<file path="src/rtl/sede_host_if.sv">
// Pixel-in / edge-out bus between sede_host and its ROM, result RAM and Sobel engine.
// master is the host's view; slave is the environment's view of the same wires.
interface sede_host_if #(
   parameter int ADDR_W = 10
);
   logic              start;
   logic              rom_rd;
   logic [ADDR_W-1:0] rom_addr;
   logic [7:0]        rom_q;
   logic [7:0]        pix_data;
   logic              busy;
   logic              valid;
   logic [7:0]        edge_out;
   logic              res_wr;
   logic [ADDR_W-1:0] res_addr;
   logic [7:0]        res_di;
   logic              done;
   logic              err;
   logic [15:0]       checksum;

   modport master (
      input  start, rom_q, busy, valid, edge_out,
      output rom_rd, rom_addr, pix_data, res_wr, res_addr, res_di, done, err, checksum
   );

   modport slave (
      output start, rom_q, busy, valid, edge_out,
      input  rom_rd, rom_addr, pix_data, res_wr, res_addr, res_di, done, err, checksum
   );
endinterface

</file>
<file path="src/rtl/sede_host.sv">
// Host controller for the Sobel engine: streams a ROM image in, captures results to RAM.
// Optional result accumulator on the checksum output is built when SEDE_HOST_CHECKSUM_EN is defined.
module sede_host #(
   parameter int IMG_W     = 32,
   parameter int IMG_H     = 32,
   parameter int ADDR_W    = 10,
   parameter int DRAIN_MAX = 2048
) (
   input  logic        clk,
   input  logic        rst,
   sede_host_if.master bus
);

   localparam int CNT_W = ADDR_W + 1;
   localparam int TMO_W = $clog2(DRAIN_MAX + 1);
   localparam logic [CNT_W-1:0] N_CNT    = CNT_W'(IMG_W * IMG_H);
   localparam logic [CNT_W-1:0] N_LAST   = CNT_W'(IMG_W * IMG_H - 1);
   localparam logic [TMO_W-1:0] TMO_LAST = TMO_W'(DRAIN_MAX - 1);

   typedef enum logic [1:0] {IDLE, FEED, DRAIN, DONE} state_t;

   state_t            state;
   logic [CNT_W-1:0]  feed_cnt;
   logic [CNT_W-1:0]  pres_cnt;
   logic [CNT_W-1:0]  cap_cnt;
   logic [TMO_W-1:0]  tmo_cnt;
   logic              rq_valid;
   logic              skid_valid;
   logic [7:0]        skid;
   logic [7:0]        pix_q;
   logic              res_wr_q;
   logic [ADDR_W-1:0] res_addr_q;
   logic [7:0]        res_di_q;
   logic              done_q;
   logic              err_q;

   logic fetch;
   logic load_skid;
   logic load_rom;
   logic capture;

   // The ROM read is gated by the live busy so at most one word is ever in flight
   // when the engine stalls; that is what lets a single skid entry suffice.
   assign fetch     = (state == FEED) && !bus.busy && (feed_cnt < N_CNT);
   assign load_skid = (state == FEED) && !bus.busy && skid_valid;
   assign load_rom  = (state == FEED) && !bus.busy && !skid_valid && rq_valid;
   assign capture   = ((state == FEED) || (state == DRAIN)) && bus.valid && (cap_cnt < N_CNT);

   assign bus.rom_rd   = fetch;
   assign bus.rom_addr = (state == FEED) ? feed_cnt[ADDR_W-1:0] : '0;
   assign bus.pix_data = pix_q;
   assign bus.res_wr   = res_wr_q;
   assign bus.res_addr = res_addr_q;
   assign bus.res_di   = res_di_q;
   assign bus.done     = done_q;
   assign bus.err      = err_q;

`ifdef SEDE_HOST_CHECKSUM_EN
   logic [15:0] checksum_q;

   always_ff @(posedge clk or negedge rst) begin
      if (!rst) begin
         checksum_q <= 16'h0000;
      end else if (((state == IDLE) || (state == DONE)) && bus.start) begin
         checksum_q <= 16'h0000;
      end else if (capture) begin
         checksum_q <= checksum_q + {8'h00, bus.edge_out};
      end
   end

   assign bus.checksum = checksum_q;
`else
   assign bus.checksum = 16'h0000;
`endif

   always_ff @(posedge clk or negedge rst) begin
      if (!rst) begin
         state      <= IDLE;
         feed_cnt   <= '0;
         pres_cnt   <= '0;
         cap_cnt    <= '0;
         tmo_cnt    <= '0;
         rq_valid   <= 1'b0;
         skid_valid <= 1'b0;
         skid       <= 8'h00;
         pix_q      <= 8'h00;
         res_wr_q   <= 1'b0;
         res_addr_q <= '0;
         res_di_q   <= 8'h00;
         done_q     <= 1'b0;
         err_q      <= 1'b0;
      end else begin
         res_wr_q <= 1'b0;
         rq_valid <= fetch;

         if (capture) begin
            res_wr_q   <= 1'b1;
            res_addr_q <= cap_cnt[ADDR_W-1:0];
            res_di_q   <= bus.edge_out;
            cap_cnt    <= cap_cnt + 1'b1;
         end

         case (state)
            IDLE, DONE: begin
               if (bus.start) begin
                  state      <= FEED;
                  feed_cnt   <= '0;
                  pres_cnt   <= '0;
                  cap_cnt    <= '0;
                  tmo_cnt    <= '0;
                  skid_valid <= 1'b0;
                  pix_q      <= 8'h00;
                  done_q     <= 1'b0;
                  err_q      <= 1'b0;
               end
            end

            FEED: begin
               if (fetch) begin
                  feed_cnt <= feed_cnt + 1'b1;
               end

               // Data returning into a stall parks in the skid; the skid always
               // drains ahead of fresh ROM data so pixel order is preserved.
               if (rq_valid && (bus.busy || skid_valid)) begin
                  skid       <= bus.rom_q;
                  skid_valid <= 1'b1;
               end else if (load_skid) begin
                  skid_valid <= 1'b0;
               end

               if (load_skid || load_rom) begin
                  pix_q    <= load_skid ? skid : bus.rom_q;
                  pres_cnt <= pres_cnt + 1'b1;
                  if (pres_cnt == N_LAST) begin
                     state   <= DRAIN;
                     tmo_cnt <= '0;
                  end
               end
            end

            DRAIN: begin
               if (!bus.busy) begin
                  pix_q <= 8'h00;
               end

               if (cap_cnt == N_CNT) begin
                  state  <= DONE;
                  done_q <= 1'b1;
                  pix_q  <= 8'h00;
               end else if (tmo_cnt == TMO_LAST) begin
                  state  <= DONE;
                  done_q <= 1'b1;
                  err_q  <= 1'b1;
                  pix_q  <= 8'h00;
               end else begin
                  tmo_cnt <= tmo_cnt + 1'b1;
               end
            end

            default: state <= IDLE;
         endcase
      end
   end

endmodule

</file>
<file path="src/flat_wrapper.sv">
// flat-port wrapper written by rule: the top's interface ports become plain ports
module sede_host_flat 
#(
   parameter int IMG_W     = 32,
   parameter int IMG_H     = 32,
   parameter int ADDR_W    = 10,
   parameter int DRAIN_MAX = 2048
)
  (clk, rst, bus_start, bus_rom_q, bus_busy, bus_valid, bus_edge_out, bus_rom_rd, bus_rom_addr, bus_pix_data, bus_res_wr, bus_res_addr, bus_res_di, bus_done, bus_err, bus_checksum);
  sede_host_if #(.ADDR_W(ADDR_W)) bus_i ();
  input  logic clk;
  input  logic rst;
  input wire logic [$bits(bus_i.start)-1:0] bus_start;
  input wire logic [$bits(bus_i.rom_q)-1:0] bus_rom_q;
  input wire logic [$bits(bus_i.busy)-1:0] bus_busy;
  input wire logic [$bits(bus_i.valid)-1:0] bus_valid;
  input wire logic [$bits(bus_i.edge_out)-1:0] bus_edge_out;
  output wire logic [$bits(bus_i.rom_rd)-1:0] bus_rom_rd;
  output wire logic [$bits(bus_i.rom_addr)-1:0] bus_rom_addr;
  output wire logic [$bits(bus_i.pix_data)-1:0] bus_pix_data;
  output wire logic [$bits(bus_i.res_wr)-1:0] bus_res_wr;
  output wire logic [$bits(bus_i.res_addr)-1:0] bus_res_addr;
  output wire logic [$bits(bus_i.res_di)-1:0] bus_res_di;
  output wire logic [$bits(bus_i.done)-1:0] bus_done;
  output wire logic [$bits(bus_i.err)-1:0] bus_err;
  output wire logic [$bits(bus_i.checksum)-1:0] bus_checksum;
  assign bus_i.start = bus_start;
  assign bus_i.rom_q = bus_rom_q;
  assign bus_i.busy = bus_busy;
  assign bus_i.valid = bus_valid;
  assign bus_i.edge_out = bus_edge_out;
  assign bus_rom_rd = bus_i.rom_rd;
  assign bus_rom_addr = bus_i.rom_addr;
  assign bus_pix_data = bus_i.pix_data;
  assign bus_res_wr = bus_i.res_wr;
  assign bus_res_addr = bus_i.res_addr;
  assign bus_res_di = bus_i.res_di;
  assign bus_done = bus_i.done;
  assign bus_err = bus_i.err;
  assign bus_checksum = bus_i.checksum;
  sede_host #(.IMG_W(IMG_W), .IMG_H(IMG_H), .ADDR_W(ADDR_W), .DRAIN_MAX(DRAIN_MAX)) u_core (.clk(clk), .rst(rst), .bus(bus_i));
endmodule
</file>
<file path="config.mk">
export PLATFORM = sky130hd
export DESIGN_NAME = sede_host_flat
export DESIGN_NICKNAME = d
export VERILOG_FILES = /design/src/rtl/sede_host_if.sv /design/src/rtl/sede_host.sv /design/src/flat_wrapper.sv
export SDC_FILE = /design/constraint.sdc
export NUM_CORES = 1
export LEC_CHECK = 0
export CAP_MARGIN = 40
export CORE_ASPECT_RATIO = 0.8
export CORE_MARGIN = 5
export CORE_UTILIZATION = 50
export DETAILED_ROUTE_END_ITERATION = 10
export HOLD_SLACK_MARGIN = 0.12
export PLACE_DENSITY = 0.77
export SLEW_MARGIN = 20
export SYNTH_ARGS = -nofsm -noshare
export SYNTH_HDL_FRONTEND = slang
export SYNTH_SLANG_ARGS = --single-unit
</file>
<file path="constraint.sdc">
create_clock -name clk -period 4.26 [get_ports clk]
set_input_delay 1.065 -clock clk [delete_from_list [all_inputs] [get_ports clk]]
set_output_delay 1.065 -clock clk [all_outputs]
set_load 0.02 [all_outputs]
</file>
Word-level counts from Yosys, hierarchy flattened
Index checks and enable logic that the tools add are counted.
Operators by class
  $add $sub $neg: 4
  $mul: 0
  divide/modulo/power cells: 0
  $lt $le $gt $ge: 2
  eq/ne operators: 16
  shifts and indexed selects: 0
  mux-type cells: 38
  bitwise operators: 0
  reductions and logical operators: 26
Operators with widths (count)
  $mux W11: 6
  $mux W12: 5
  $mux W8: 6
  $pmux W11 S2: 2
  $pmux W12 S3: 1
  $add A11 B1 Y11 const B: 3
  $pmux W8 S3: 1
  $lt A11 B11 Y1 const B: 2
  $reduce_and A3 Y1: 5
  $add A12 B1 Y12 const B: 1
  $eq A12 B11 Y1 const B: 1
  $ne A2 B2 Y1 const B: 6
  $eq A11 B10 Y1 const B: 1
  $eq A11 B11 Y1 const B: 1
  $mux W10: 1
  $mux W2: 5
  $logic_and A1 B1 Y1: 8
  $reduce_and A4 Y1: 2
  $mux W1: 7
  $pmux W1 S2: 3
  $pmux W2 S3: 1
  $reduce_and A5 Y1: 1
  $eq A2 B2 Y1 const B: 2
  $ne A4 B4 Y1 const B: 1
  10 further kinds: 14
Storage, ports and cells
  register bits: 86
  latch bits: 0
  memory bits (writable): 0
  ROM bits: 0
  input port bits: 21
  output and inout bits: 56
  word-level logic and storage cells: 100
  memories kept: 0

Logic depth before layout (Yosys ltp)
Gate-level depths: netlist of the first run.
  depth in word-level cells: 7
  gate-level depth with buffers: 10
  depth with buffers taken out: 8

Worst setup path before layout of the first run
Ideal clock, no wire load.
  kind: in2out
  from: input port bus_busy
  to: output port bus_rom_rd
  data arrival time: 1.479 ns
  slack: 1.716 ns
  stages on the path: 1
  cells stage by stage: nor3b_2
Between the ends
  longest elaborated chain between the ends: 3
Ends and longest elaborated chain
  start: declaration: RTL line flat_wrapper.sv:15  | input wire logic [$bits(bus_i.busy)-1:0] bus_busy;
  $logic_not A1 Y1: RTL line sede_host.sv:44  | assign fetch = (state == FEED) && !bus.busy && (feed_cnt < N_CNT);
  $logic_and A1 B1 Y1 (2 in series): RTL line sede_host.sv:44
  end: declaration: RTL line flat_wrapper.sv:18  | output wire logic [$bits(bus_i.rom_rd)-1:0] bus_rom_rd;
No other way between the ends.

Worst setup path after layout of the first run
Ends and elaborated chain as after synthesis.

==> qor.yml, run 1 <==
outcome: "complete, no violations"
slowest_delay_ns: 0.66
tritoncts: "done"
pwr-share-clk: 0.219
synth_edf_count: 0
cp_max_fo: 6
yosysSeqAreaShare: 0.502
place_ws_ns: 0.649
crit_top_cell: "clkdlybuf4s50_1"
wl_per_cell_um: 14.5
holdWs_ns: 0.496
placedCellCount: 584
critical_path_required_ns: 3.19
yosysMostFrequentCell: "dfrtp_1"
dp_hpwl_um: 6270
cts_setup_buffers: 0
cap_violations: 0
core_um2: 8410
place_area_um2: 4970
hp-class: "reg -> reg"
yosysWarningCount: 0
cts_root_buf: "clkbuf_8"
stdcell_count: 601
synth_area_leaders: "dfrtp_1 (50%), mux2_2 (8.9%), o21ai_0 (3.5%), nand2_1 (3.1%), xor2_1 (2.9%)"
overflow: 0
vias: 3214
synth_seq_cells: 86
synthCells: 421
hold_viol_final: 0
pwr-share-seq: 0.370
period_needed_ns: 3.60
yosys.area.top_type: "dfrtp_1"
max_slew_margin: 0.483
routed_wl_um: 8740
io_pins: 77
drv_slew: 0
antennaDiodeCount: 0
max_freq_mhz: 278
finalPower_mw: 3.03
die_area_um2: 10500
power_switching_mw: 1.14
syn-cell-area_um2: 4290
yosysTopAreaCellShare: 0.502
syn_to_final_growth_pct: 21.5
fin_util: 0.619
vdd_drop_max_v: 0.000312
cts_buffer_depth: 2
crit_arrival_ns: 2.53
path_cells: "clkdlybuf4s50_1 -> nor3b_2 -> clkdlybuf4s50_1"
antenna_left: 0
grt_pass1_wl_um: 14900
grt_pass1_vias: 3150
cts_resized: 0
crit_type: "in -> out"
fillers: 729
fin_skew_ns: 0.0160
grt_use_total: 0.172
drt_iter0_drc: 167
fin_tns_setup_ns: 0
clk_pin_slew_ns: 0.09
slowest_stage: "clkdlybuf4s50_1"
cts_buffers: 9
p_int_mw: 1.88
numClockSinks: 86
synthDistinctLibCells: 48
clkLatencyLatePin_ns: 0.35
sw_frac_of_total: 0.378
drc_errors: 0
p_leak_nw: 2.27
rsz0062_at_grt: "false"
ctsHoldBuffers: 0
grt_max_degree: 41
power.density_nw_per_um2: 581
async_flop_share: 1.00
start_util: 0.510
p_comb_frac: 0.411
start_kind: "primary input"
fin_nets: 513
fp.dieH_um: 92.8
dr.pass1.iters: 4
crit_path_end_kind: "output port"
period_share: 0.845
design_area_um2: 5210
synth_commonest_cells: "dfrtp_1 (86), nand2_1 (35), mux2_2 (34), nor2_1 (31), o21ai_0 (30)"
cts_max_level: 3
routed_via_density: 5.35
worst_pin_slew_ns: 0.772
drive_gt1_frac: 0.141
port_buffers: 60
setup_viol: 0
synth-main-ff-cell: "dfrtp_1"
die_w_um: 114
routabilityCongestion: 0.817
grt_antenna_before_repair: 0
reg2reg_slack_ns: 1.75
syn_area_per_cell_um2: 10.2
row_count: 30
fin_ws_ns: 0.661
## layout make-up
class,instances,area (um^2),share of cell area
Clock inverter,6,97.6,0.0187
Multi-Input combinational cell,299,1940,0.373
Inverter,21,78.8,0.0151
Sequential cell,86,2150,0.413
Timing Repair Buffer,67,661,0.127
Clock buffer,10,138,0.0264
Tap cell,112,140,0.0269
## logic make-up after synthesis
kind of cell | synth area share
simple gates | 0.189
flops | 0.502
compound gates | 0.0957
buf+inv | 0.0598
mux | 0.0940
xor+xnor | 0.0347
fa+ha+maj | 0.0234
other cells | 0.000875
## final timing paths
kind,startpoint,to,cells past startpoint
min reg2reg,u_core.feed_cnt[10],u_core.rq_valid,1
min in group asynchronous,rst,u_core.pres_cnt[3],1
max in group asynchronous,rst,u_core.state[0],2
min,u_core.feed_cnt[10],u_core.rq_valid,1
max reg2reg,u_core.state[0],u_core.tmo_cnt[11],9
max,bus_busy,bus_rom_rd,3
## power by group through the flow
stage               Combinational, mW  Clock [mW]  Sequential (mW)
floorplan                       0.704           0             1.23
global placement                 1.21           0             1.12
detailed placement               1.25           0             1.13
CTS                              1.25       0.681             1.12
global route                     1.37       0.720             1.15
finish                           1.24       0.662             1.12
## worst max-delay path: cells and delay by family
| kind | cells | cell delay (ns) |
|---|---|---|
| buf+inv | 2 | 1.16 |
| simple gates | 1 | 0.30 |
## routing by layer
layer  up-vias  wire length, um  track usage
li1       1561                -            -
met1      1577             4110        0.240
met2        72             4160        0.272
met3         4              415       0.0438
met4         0               50       0.0390
met5         -                0            0
## flip-flops by register name, summed over array words and instances, names as in the netlist, 2 cells and up
register	count
u_core.cap_cnt	11
u_core.state	2
u_core.bus.res_di	8
u_core.pres_cnt	11
u_core.bus.res_addr	10
u_core.feed_cnt	11
u_core.tmo_cnt	12
u_core.skid	8
u_core.bus.pix_data	8
## layout by cell type, fill, tap and decap left out, types with 16 or more instances in the layout
cell and n:
nand3_1 22, nand2_1 35, conb_1 16, clkdlybuf4s50_1 59, inv_1 21, o21ai_0 30, mux2_2 34, nor2_1 31
dfrtp_1 86, a21oi_1 18
(Power assumes the default switching activity.)
==> run 2, diff against run 1 <==
Settings changed: CORE_UTILIZATION 50 to 48.
Clock period 4.26 ns to 3.3 ns, I/O delays scaled along.
==> qor.yml, run 2 (synthesis gave the netlist of run 1 again) <==
outcome: "complete, no violations"  # unchanged
dr.pass1.iters: 4  # unchanged
power_switching_mw: 1.46  # was 1.14 mW
wl_per_cell_um: 14.6  # was 14.5 um
cts_resized: 0  # unchanged
crit_type: "in -> out"  # unchanged
finalPower_mw: 3.82  # was 3.03 mW
routed_via_density: 5.29  # was 5.35
routed_wl_um: 8830  # was 8740 um
core_um2: 8600  # was 8410 um^2
final_common_cell: "dfrtp_1"  # unchanged
drt_iter0_drc: 141  # was 167
design_area_um2: 5190  # was 5210 um^2
drive_gt1_frac: 0.146  # was 0.141
cts_buffer_depth: 2  # unchanged
clk_pin_slew_ns: 0.08  # was 0.09 ns
period_share: 0.927
antenna_left: 0  # unchanged
path_cells: "clkdlybuf4s50_1 -> nor3b_2 -> clkdlybuf4s50_1"  # unchanged
max_freq_mhz: 327
start_kind: "primary input"  # unchanged
grt_use_total: 0.170  # was 0.172
slowest_stage: "clkdlybuf4s50_1"  # unchanged
fin_nets: 517  # was 513
crit_path_end_kind: "output port"  # unchanged
worst_pin_slew_ns: 0.884  # was 0.772 ns
ctsHoldBuffers: 0  # unchanged
final_cell_mix: "dfrtp_1 (86), clkdlybuf4s50_1 (59), nand2_1 (35), mux2_2 (34), nor2_1 (31)"  # unchanged
hold_viol_final: 0  # unchanged
fin_skew_ns: 0.00954  # was 0.0160 ns
vias: 3201  # was 3214
max_slew_margin: 0.406  # was 0.483
overflow: 0  # unchanged
place_area_um2: 4990  # was 4970 um^2
setup_viol: 0  # unchanged
drv_slew: 0  # unchanged
vdd_drop_max_v: 0.000395  # was 0.000312 V
drc_errors: 0  # unchanged
slowest_delay_ns: 0.64  # was 0.66 ns
cts_setup_buffers: 0  # unchanged
port_buffers: 60  # unchanged
fin_tns_setup_ns: 0  # unchanged
largest_reg_flops: 12  # unchanged
dp_hpwl_um: 6360  # was 6270 um
cts_buffers: 9  # unchanged
crit_top_cell: "clkdlybuf4s50_1"  # unchanged
period_needed_ns: 3.06
cap_violations: 0  # unchanged
clkLatencyLatePin_ns: 0.36  # was 0.35 ns
p_comb_frac: 0.428  # was 0.411
fin_util: 0.604  # was 0.619
pwr-share-seq: 0.379  # was 0.370
numClockSinks: 86  # unchanged
io_pins: 77  # unchanged
row_count: 30  # unchanged
die_area_um2: 10900  # was 10500 um^2
fin_ws_ns: 0.239  # was 0.661 ns
crit_family: "buffers and inverters"  # unchanged
start_util: 0.499  # was 0.510
rr_endpoint: "u_core.pres_cnt[7]"  # was u_core.tmo_cnt[11]
hp-class: "in -> async"  # was reg -> reg
crit_arrival_ns: 2.24  # was 2.53 ns
power.density_nw_per_um2: 735  # was 581 nW/um^2
fp.dieH_um: 94.5  # was 92.8 um
r2r_start: "u_core.state[0]"  # unchanged
grt_antenna_before_repair: 0  # unchanged
tritoncts: "done"  # unchanged
p_int_mw: 2.36  # was 1.88 mW
worst-r2r-cell-count: 8  # was 9
grt_pass1_vias: 3140  # was 3150
critical_path_required_ns: 2.47  # was 3.19 ns
pwr-share-clk: 0.193  # was 0.219
cts_max_level: 3  # unchanged
p_leak_nw: 2.26  # was 2.27 nW
die_w_um: 116  # was 114 um
top_register: "u_core.tmo_cnt"  # unchanged
sw_frac_of_total: 0.383  # was 0.378
routabilityCongestion: 0.852  # was 0.817
cts_root_buf: "clkbuf_8"  # unchanged
cp_num_buf_inv: 2  # unchanged
grt_max_degree: 41  # unchanged
rsz0062_at_grt: "false"  # unchanged
cp_max_fo: 6  # unchanged
grt_pass1_wl_um: 14900  # about the same
antennaDiodeCount: 0  # unchanged
place_ws_ns: 0.258  # was 0.649 ns
syn_to_final_growth_pct: 21.1  # was 21.5%
reg2reg_slack_ns: 0.69  # was 1.75 ns
[run 2: cell types whose count changed in the layout (fill, tap and decap cells not counted)]
cell / previous run / this run
clkinvlp_4: 0 / 2
inv_6: 3 / 0
clkinv_4: 0 / 1
buf_4: 6 / 12
bufinv_16: 2 / 1
clkinv_2: 0 / 1
inv_8: 1 / 0
buf_12: 1 / 0
clkbuf_1: 0 / 1
clkbuf_2: 1 / 0
[run 2: power by group through the flow]
stage                     registers (mW)  logic, mW  clock network [mW]
final                               1.45       1.63               0.738
after CTS                           1.45       1.64               0.760
after global placement              1.45       1.59                   0
after floorplan                     1.59      0.909                   0
after detailed placement            1.46       1.63                   0
after global routing                1.48       1.78               0.804
[run 2: stage by stage]
step / cells / hold slack [ns]
after global routing: 605 / 0.471
after CTS: 605 / 0.440
after detailed placement: 589 / 0.491
after floorplan: 436 / 0.459
after global placement: 589 / 0.483
final: 605 / 0.429
[run 2: cell type report]
class                           instances  area, um^2
Sequential cell                        86        2150
Timing Repair Buffer                   71         681
Tap cell                              112         140
Fill cell                             706        3400
Inverter                               21        78.8
Clock buffer                           11         141
Multi-Input combinational cell        299        1940
Clock inverter                          5        58.8
[run 2: per-layer routing]
| layer | vias up | global-route usage | part of all wire |
|---|---|---|---|
| li1 | 1565 | - | - |
| met1 | 1556 | 0.232 | 0.47 |
| met2 | 75 | 0.274 | 0.47 |
| met3 | 5 | 0.0436 | 0.046 |
| met4 | 0 | 0.0386 | 0.0076 |
| met5 | - | 0 | 0 |
[run 2: worst reg2reg max path, cell delays in order (launching register included)]
cell      delay (ns)
dfrtp_1         0.41
inv_1           0.06
ha_1            0.38
nor2b_1         0.17
buf_4           0.17
a211oi_2        0.44
nand4_1         0.34
or3_1           0.41
a21oi_1         0.17
[run 2: how the worst max path moves through the flow]
| stage | startpoint | to | depth (start not counted) |
|---|---|---|---|
| global route | u_core.state[1] | bus_rom_rd | 4 |
| floorplan | bus_busy | u_core.feed_cnt[7] | 5 |
| CTS | u_core.state[1] | bus_rom_rd | 4 |
| detailed placement | bus_busy | bus_rom_rd | 3 |
| finish | bus_busy | bus_rom_rd | 3 |
| global placement | bus_busy | bus_rom_rd | 3 |
